$ cat config.mk
export PLATFORM = sky130hd
export DESIGN_NAME = control_flow_unit
export DESIGN_NICKNAME = d
export VERILOG_FILES = /design/src/rtl/control_flow_unit.sv
export SDC_FILE = /design/constraint.sdc
export NUM_CORES = 1
export LEC_CHECK = 0
export ABC_AREA = 1
export BUFFER_PORTS_ARGS = -buffer_cell sky130_fd_sc_hd__buf_2
export CAP_MARGIN = 20
export CELL_PAD_IN_SITES_DETAIL_PLACEMENT = 0
export CELL_PAD_IN_SITES_GLOBAL_PLACEMENT = 1
export CORE_MARGIN = 4
export CORE_UTILIZATION = 32
export CTS_CLUSTER_SIZE = 10
export DETAILED_ROUTE_END_ITERATION = 16
export GPL_ROUTABILITY_DRIVEN = 0
export PLACE_DENSITY_LB_ADDON = 0.2
export SYNTH_ARGS = -nofsm -noshare
export SYNTH_HDL_FRONTEND = slang
export SYNTH_SLANG_ARGS = --single-unit
$ cat constraint.sdc
create_clock -name clk -period 2 [get_ports clk]
set_clock_uncertainty 0.1 [all_clocks]
set_input_delay 0.2 -clock clk [delete_from_list [all_inputs] [get_ports clk]]
set_output_delay 0.2 -clock clk [all_outputs]
set_load 0.005 [all_outputs]
$ cat src/rtl/control_flow_unit.sv
// Registered control-flow decoder: jumps, calls/returns, halt and stack-memory strobes.
// Optional return-address stack is enabled by defining CFU_RAS_EN.
module control_flow_unit #(
    parameter int ADDR_W    = 16,
    parameter int DATA_W    = 32,
    parameter int RAS_DEPTH = 8
) (
    input  logic                         clk,
    input  logic                         rst_n,
    input  logic                         in_valid,
    output logic                         in_ready,
    input  logic [31:0]                  instr,
    input  logic [DATA_W-1:0]            f_reg,
    input  logic [DATA_W-1:0]            t_reg,
    input  logic [23:0]                  imm,
    input  logic [ADDR_W-1:0]            pc,
    input  logic                         resume,
    input  logic                         clr_fault,
    output logic                         redirect,
    output logic [ADDR_W-1:0]            target,
    output logic                         push_o,
    output logic                         pop_o,
    output logic                         gsa_o,
    output logic                         switch_o,
    output logic [DATA_W-1:0]            mem_arg,
    output logic                         halted,
    output logic                         ras_ovf,
    output logic                         ras_unf,
    output logic [$clog2(RAS_DEPTH):0]   ras_level
);
    localparam int LVL_W = $clog2(RAS_DEPTH) + 1;

    localparam logic [0:0] ST_RUN  = 1'b0;
    localparam logic [0:0] ST_HALT = 1'b1;

    localparam logic [4:0] OP_JMP    = 5'b00001;
    localparam logic [4:0] OP_JMPI   = 5'b01001;
    localparam logic [4:0] OP_JMPFI  = 5'b01010;
    localparam logic [4:0] OP_JMPBI  = 5'b01011;
    localparam logic [4:0] OP_JMPC   = 5'b00101;
    localparam logic [4:0] OP_JMPCI  = 5'b01101;
    localparam logic [4:0] OP_JMPCFI = 5'b01110;
    localparam logic [4:0] OP_JMPCBI = 5'b01111;
    localparam logic [4:0] OP_CALL   = 5'b10000;
    localparam logic [4:0] OP_CALLI  = 5'b10001;
    localparam logic [4:0] OP_RET    = 5'b10010;
    localparam logic [4:0] OP_HALT   = 5'b11000;
    localparam logic [4:0] OP_PUSH   = 5'b11001;
    localparam logic [4:0] OP_POP    = 5'b11010;
    localparam logic [4:0] OP_GSA    = 5'b11011;
    localparam logic [4:0] OP_SWITCH = 5'b11100;

    logic [0:0]        state_q, state_d;
    logic              redirect_q, redirect_d;
    logic [ADDR_W-1:0] target_q, target_d;
    logic              push_q, push_d, pop_q, pop_d, gsa_q, gsa_d, switch_q, switch_d;
    logic [DATA_W-1:0] mem_arg_q, mem_arg_d;

    logic              accept, cond;
    logic [4:0]        opc;
    logic [ADDR_W+15:0] imm_wide;
    logic [ADDR_W-1:0] imm_a, f_a;
    logic              unused_instr_bits;

    assign accept   = in_valid && (state_q == ST_RUN);
    assign opc      = instr[28:24];
    assign cond     = |t_reg;
    assign imm_wide = {{ADDR_W{1'b0}}, imm[15:0]};
    assign imm_a    = imm_wide[ADDR_W-1:0];
    assign f_a      = f_reg[ADDR_W-1:0];
    assign unused_instr_bits = ^{instr[31:29], instr[15:0]};

`ifdef CFU_RAS_EN
    localparam int PTR_W = $clog2(RAS_DEPTH);

    logic [ADDR_W-1:0] ras_mem [RAS_DEPTH];
    logic [PTR_W-1:0]  ptr_q, ptr_d;
    logic [LVL_W-1:0]  level_q, level_d;
    logic              ovf_q, ovf_d, unf_q, unf_d;
    logic              do_push, do_pop, ras_empty, ras_full;
    logic [ADDR_W-1:0] ras_top, pc_inc;

    assign do_push   = accept && ((opc == OP_CALL) || (opc == OP_CALLI));
    assign do_pop    = accept && (opc == OP_RET);
    assign ras_empty = (level_q == '0);
    assign ras_full  = (level_q == LVL_W'(RAS_DEPTH));
    assign ras_top   = ras_mem[ptr_q - PTR_W'(1)];
    assign pc_inc    = pc + ADDR_W'(1);

    // Circular stack: pushing when full wraps onto the oldest slot.
    always_comb begin
        ptr_d   = ptr_q;
        level_d = level_q;
        ovf_d   = ovf_q & ~clr_fault;
        unf_d   = unf_q & ~clr_fault;
        if (do_push) begin
            ptr_d = ptr_q + PTR_W'(1);
            if (ras_full) ovf_d = 1'b1;
            else          level_d = level_q + LVL_W'(1);
        end else if (do_pop) begin
            if (ras_empty) begin
                unf_d = 1'b1;
            end else begin
                ptr_d   = ptr_q - PTR_W'(1);
                level_d = level_q - LVL_W'(1);
            end
        end
    end

    always_ff @(posedge clk or negedge rst_n) begin
        if (!rst_n) begin
            ptr_q   <= '0;
            level_q <= '0;
            ovf_q   <= 1'b0;
            unf_q   <= 1'b0;
        end else begin
            ptr_q   <= ptr_d;
            level_q <= level_d;
            ovf_q   <= ovf_d;
            unf_q   <= unf_d;
        end
    end

    always_ff @(posedge clk) begin
        if (do_push) ras_mem[ptr_q] <= pc_inc;
    end

    assign ras_level = level_q;
    assign ras_ovf   = ovf_q;
    assign ras_unf   = unf_q;
`else
    assign ras_level = '0;
    assign ras_ovf   = 1'b0;
    assign ras_unf   = 1'b0;
`endif

    always_comb begin
        state_d    = state_q;
        redirect_d = 1'b0;
        target_d   = target_q;
        push_d     = 1'b0;
        pop_d      = 1'b0;
        gsa_d      = 1'b0;
        switch_d   = 1'b0;
        mem_arg_d  = mem_arg_q;
        if ((state_q == ST_HALT) && resume) state_d = ST_RUN;
        if (accept) begin
            case (opc)
                OP_JMP:    begin redirect_d = 1'b1; target_d = f_a; end
                OP_JMPI:   begin redirect_d = 1'b1; target_d = imm_a; end
                OP_JMPFI:  begin redirect_d = 1'b1; target_d = pc + imm_a; end
                OP_JMPBI:  begin redirect_d = 1'b1; target_d = pc - imm_a; end
                OP_JMPC:   if (cond) begin redirect_d = 1'b1; target_d = f_a; end
                OP_JMPCI:  if (cond) begin redirect_d = 1'b1; target_d = imm_a; end
                OP_JMPCFI: if (cond) begin redirect_d = 1'b1; target_d = pc + imm_a; end
                OP_JMPCBI: if (cond) begin redirect_d = 1'b1; target_d = pc - imm_a; end
                OP_CALL:   begin redirect_d = 1'b1; target_d = f_a; end
                OP_CALLI:  begin redirect_d = 1'b1; target_d = imm_a; end
                OP_RET: begin
                    redirect_d = 1'b1;
`ifdef CFU_RAS_EN
                    target_d = ras_empty ? f_a : ras_top;
`else
                    target_d = f_a;
`endif
                end
                OP_HALT:   begin redirect_d = 1'b1; target_d = pc; state_d = ST_HALT; end
                OP_PUSH:   begin push_d = 1'b1; mem_arg_d = f_reg; end
                OP_POP:    begin pop_d = 1'b1; mem_arg_d = {{(DATA_W-8){1'b0}}, instr[23:16]}; end
                OP_GSA:    begin gsa_d = 1'b1; mem_arg_d = {{(DATA_W-8){1'b0}}, instr[23:16]}; end
                OP_SWITCH: begin switch_d = 1'b1; mem_arg_d = {{(DATA_W-24){1'b0}}, imm}; end
                default: ;
            endcase
        end
    end

    always_ff @(posedge clk or negedge rst_n) begin
        if (!rst_n) begin
            state_q    <= ST_RUN;
            redirect_q <= 1'b0;
            target_q   <= '0;
            push_q     <= 1'b0;
            pop_q      <= 1'b0;
            gsa_q      <= 1'b0;
            switch_q   <= 1'b0;
            mem_arg_q  <= '0;
        end else begin
            state_q    <= state_d;
            redirect_q <= redirect_d;
            target_q   <= target_d;
            push_q     <= push_d;
            pop_q      <= pop_d;
            gsa_q      <= gsa_d;
            switch_q   <= switch_d;
            mem_arg_q  <= mem_arg_d;
        end
    end

    assign redirect = redirect_q;
    assign target   = target_q;
    assign push_o   = push_q;
    assign pop_o    = pop_q;
    assign gsa_o    = gsa_q;
    assign switch_o = switch_q;
    assign mem_arg  = mem_arg_q;
    assign halted   = (state_q == ST_HALT);
    assign in_ready = (state_q == ST_RUN);
endmodule

==> results.md <==
* Post-synth cell types at 35
* Fillcell total at about 1300
* First-pass GRT wire length at roughly 25000 um
* Syn_area_per_cell at 6.46 um2
* Synth Flop Type: dfrtp_1
* Core area at 0.0132 mm2
* # nets final at 1101
* Grt ovf at 0
* #FFs+latches synth at 54
* Post-synthesis sequential area ratio at 0.313
* Antenna viol nets, final at 0
* Vias in the first global route at 5075
* Tot GR Track Use at 0.206
* Total of max-cap violations at 0
* Worst hold slack at approximately 17 ps
* WS Path Type: input pin to register
* Longest Clk Path Bufs at 2
* Synth-to-Final Area Change at 62.9%
* H-tree Lvls at 2
* Synthesized instance count at 668
* Critical path arrival at around 2500 ps
* Initial Utilization at 0.326
* Worst R2R Start: halted
* Max Clk Rate at 425 MHz
* Kind of end point of the critical path: register
* Worst hold path class: input pin to register
* I/O Buffers at 175
* DRT Wirelength at 16400 um
* Synth warn at 0
* Die footprint at roughly 0.015 mm2
* R2R Setup Slk at 290 ps
* Vias/cell at between 4 and 5
* WL/cell at ~15 um
* Total power at 4470 uW
* Asr flop ratio synth at 1.00
* Root Buffer: clkbuf_16
* Detailed Place HPWL at roughly 13000 um
* Failing checks: negative setup slack
* Die Span Y at 124 um
* Setup crit start kind: input pin
* Number of synthesized flops with an enable pin at 0
* Vias at 5150
* # rows at 42
* Fin crit share at 1.18
* Router iterations before antenna repair at 4
* Status: finished, violations left
* TNS Setup at -3260 ps
* Clk_lat worst skew at 300 ps
* Sink Count at 54
* WP data required at 2120 ps
* VDD IR max at 0.000333 V
* Die width at ~120 um
* 1st-iter DRT viols at 268
* Final Max Slew Viols at 0
* Worst Setup SP: imm[0]
* CTS tree: done
* Hold Crit Start: f_reg[30]
* Power Density at 636 mW/mm2
* Cell Area, Synth at 0.00431 mm2
* Final hold vios at 0
* Pin count of the biggest net entering global routing at 55
* Crit-path max FO at 4
* Layout cells sized above 1 at 0.459
* Post-route DRC violation count at 0
* IO Pins at 202
* Initial antenna violation count at 0
* Lkg Pwr at between 0.003 and 0.004 uW
* Clock slew seen by the registers of the worst setup and hold paths at 80 ps
* Setup Viol. Count Final at 13
* Final min period at 2350 ps
* Cts bufs inserted at 5
* Unrepaired setup endpoints after global routing: true
* Antenna diodes at 0
* Final worst slack at -353 ps
-- report_power, final --
part | switching [uW] | internal [uW] | total (uW)
Clock | 436 | 477 | 913
Combinational | 1060 | 976 | 2040
Sequential | 144 | 1380 | 1520
Total | 1640 | 2830 | 4470
-- cells in the mapped netlist, drive strengths merged (2+ instances only) --
| cell type | instances | area (um2) |
|---|---|---|
| ha | 16 | 200 |
| nand3 | 39 | 200 |
| clkbuf | 7 | 26.3 |
| o21ai | 32 | 160 |
| a31oi | 22 | 156 |
| a21oi | 34 | 170 |
| nor2 | 77 | 305 |
| inv | 81 | 304 |
| nor3 | 8 | 56.3 |
| nand2 | 228 | 858 |
| nand4 | 5 | 31.3 |
| a22oi | 4 | 30.0 |
| nand3b | 2 | 15.0 |
| or2 | 6 | 37.5 |
| buf | 17 | 120 |
| dfrtp | 54 | 1350 |
| xor2 | 17 | 149 |
| nand2b | 11 | 68.8 |
| xnor2 | 2 | 17.5 |
-- cell usage in the layout (no fill, tap or decap), types with 6 or more instances in the layout --
master	synthesis	final
buf_2	6	171
o21ai_0	30	24
or2_2	6	6
nand2_4	0	9
nand3_1	38	23
buf_6	2	12
ha_4	0	9
nor2_1	76	66
ha_1	16	6
buf_4	9	96
xor2_1	17	10
nor2_2	0	7
conb_1	1	6
dfrtp_1	54	54
inv_1	78	62
nand2_1	227	181
nand2_2	1	38
nand2b_1	11	11
inv_2	3	14
a21oi_1	34	25
nand3_2	1	15
a21oi_2	0	7
a31oi_1	19	19
-- through the flow --
step | utilization | area (um2) | std cells | setup slack, ps
2_1_floorplan | - | 4430 | 673 | -394
4_1_cts | 0.512 | 6790 | 1115 | -298
3_5_place_dp | 0.459 | 6070 | 1088 | -848
3_3_place_gp | 0.459 | 6070 | 1088 | -820
5_1_grt | 0.530 | 7020 | 1120 | -502
6_report | 0.530 | 7020 | 1120 | -353
-- cell families (layout without fill, tap and decap cells) --
logic type	Yosys count	after routing	share of synthesized area
AND/OR/NAND/NOR	377	377	0.366
buffers and inverters	105	376	0.104
AO/OA/AOI/OAI	95	95	0.126
flip-flops	54	54	0.313
XOR/XNOR	19	19	0.0386
adder cells (fa/ha/maj)	17	17	0.0511
other	1	6	0.000869
-- per-layer routing --
metal  vias to the layer above  GRT usage  part of all wire
met3                        20     0.0309             0.066
met4                         0     0.0507             0.017
met1                      2335      0.275              0.43
met5                         -          0                 0
li1                       2650          -                 -
met2                       145      0.349              0.48
-- worst max-delay path: stages --
cell	delay [ps]
buf_8	90
clkinv_8	40
ha_4	150
inv_4	50
nor2_4	30
buf_4	120
buf_4	120
a21oi_2	130
xor2_1	220
ha_1	320
nand2_1	100
nand2_2	80
a21oi_2	150
nand2_2	110
buf_4	160
nand2_1	50
nand2_1	50
nand3_1	60
nand3_1	70
a21oi_1	140
-- final cells by class --
| class | count | area (um2) | share of cell area |
|---|---|---|---|
| clock inverters | 3 | 26.3 | 0.00374 |
| repair buffers | 287 | 1840 | 0.262 |
| well taps | 176 | 220 | 0.0314 |
| clock buffers | 5 | 125 | 0.0178 |
| multi-input cells | 514 | 3120 | 0.445 |
| flip-flops and latches | 54 | 1350 | 0.192 |
| inverters | 81 | 337 | 0.0479 |
-- worst paths after layout --
kind,end,cells past startpoint
worst min-delay path,mem_arg[30],3
worst min register to register,target[8],2
worst max-delay path,target[15],20
worst max register to register,mem_arg[17],7
min in group asynchronous,mem_arg[25],3
max in group asynchronous,mem_arg[1],3
-- what timing repair did --
| item | 4_1_cts | 5_1_grt |
|---|---|---|
| hold buffers | 2 | 0 |
| pin swaps | 56 | 15 |
| setup buffers | 18 | 7 |
| endpoints found under the setup margin | 15 | 17 |
| gates resized for setup | 103 | 54 |
| gates cloned | 0 | 0 |
| hold endpoints to repair | 55 | 0 |
-- sequential cells by signal, indices dropped and copies added (netlist names) --
signal    flops
gsa_o         1
switch_o      1
mem_arg      32
target       16
halted        1
pop_o         1
redirect      1
push_o        1
(Power assumes the default switching activity.)
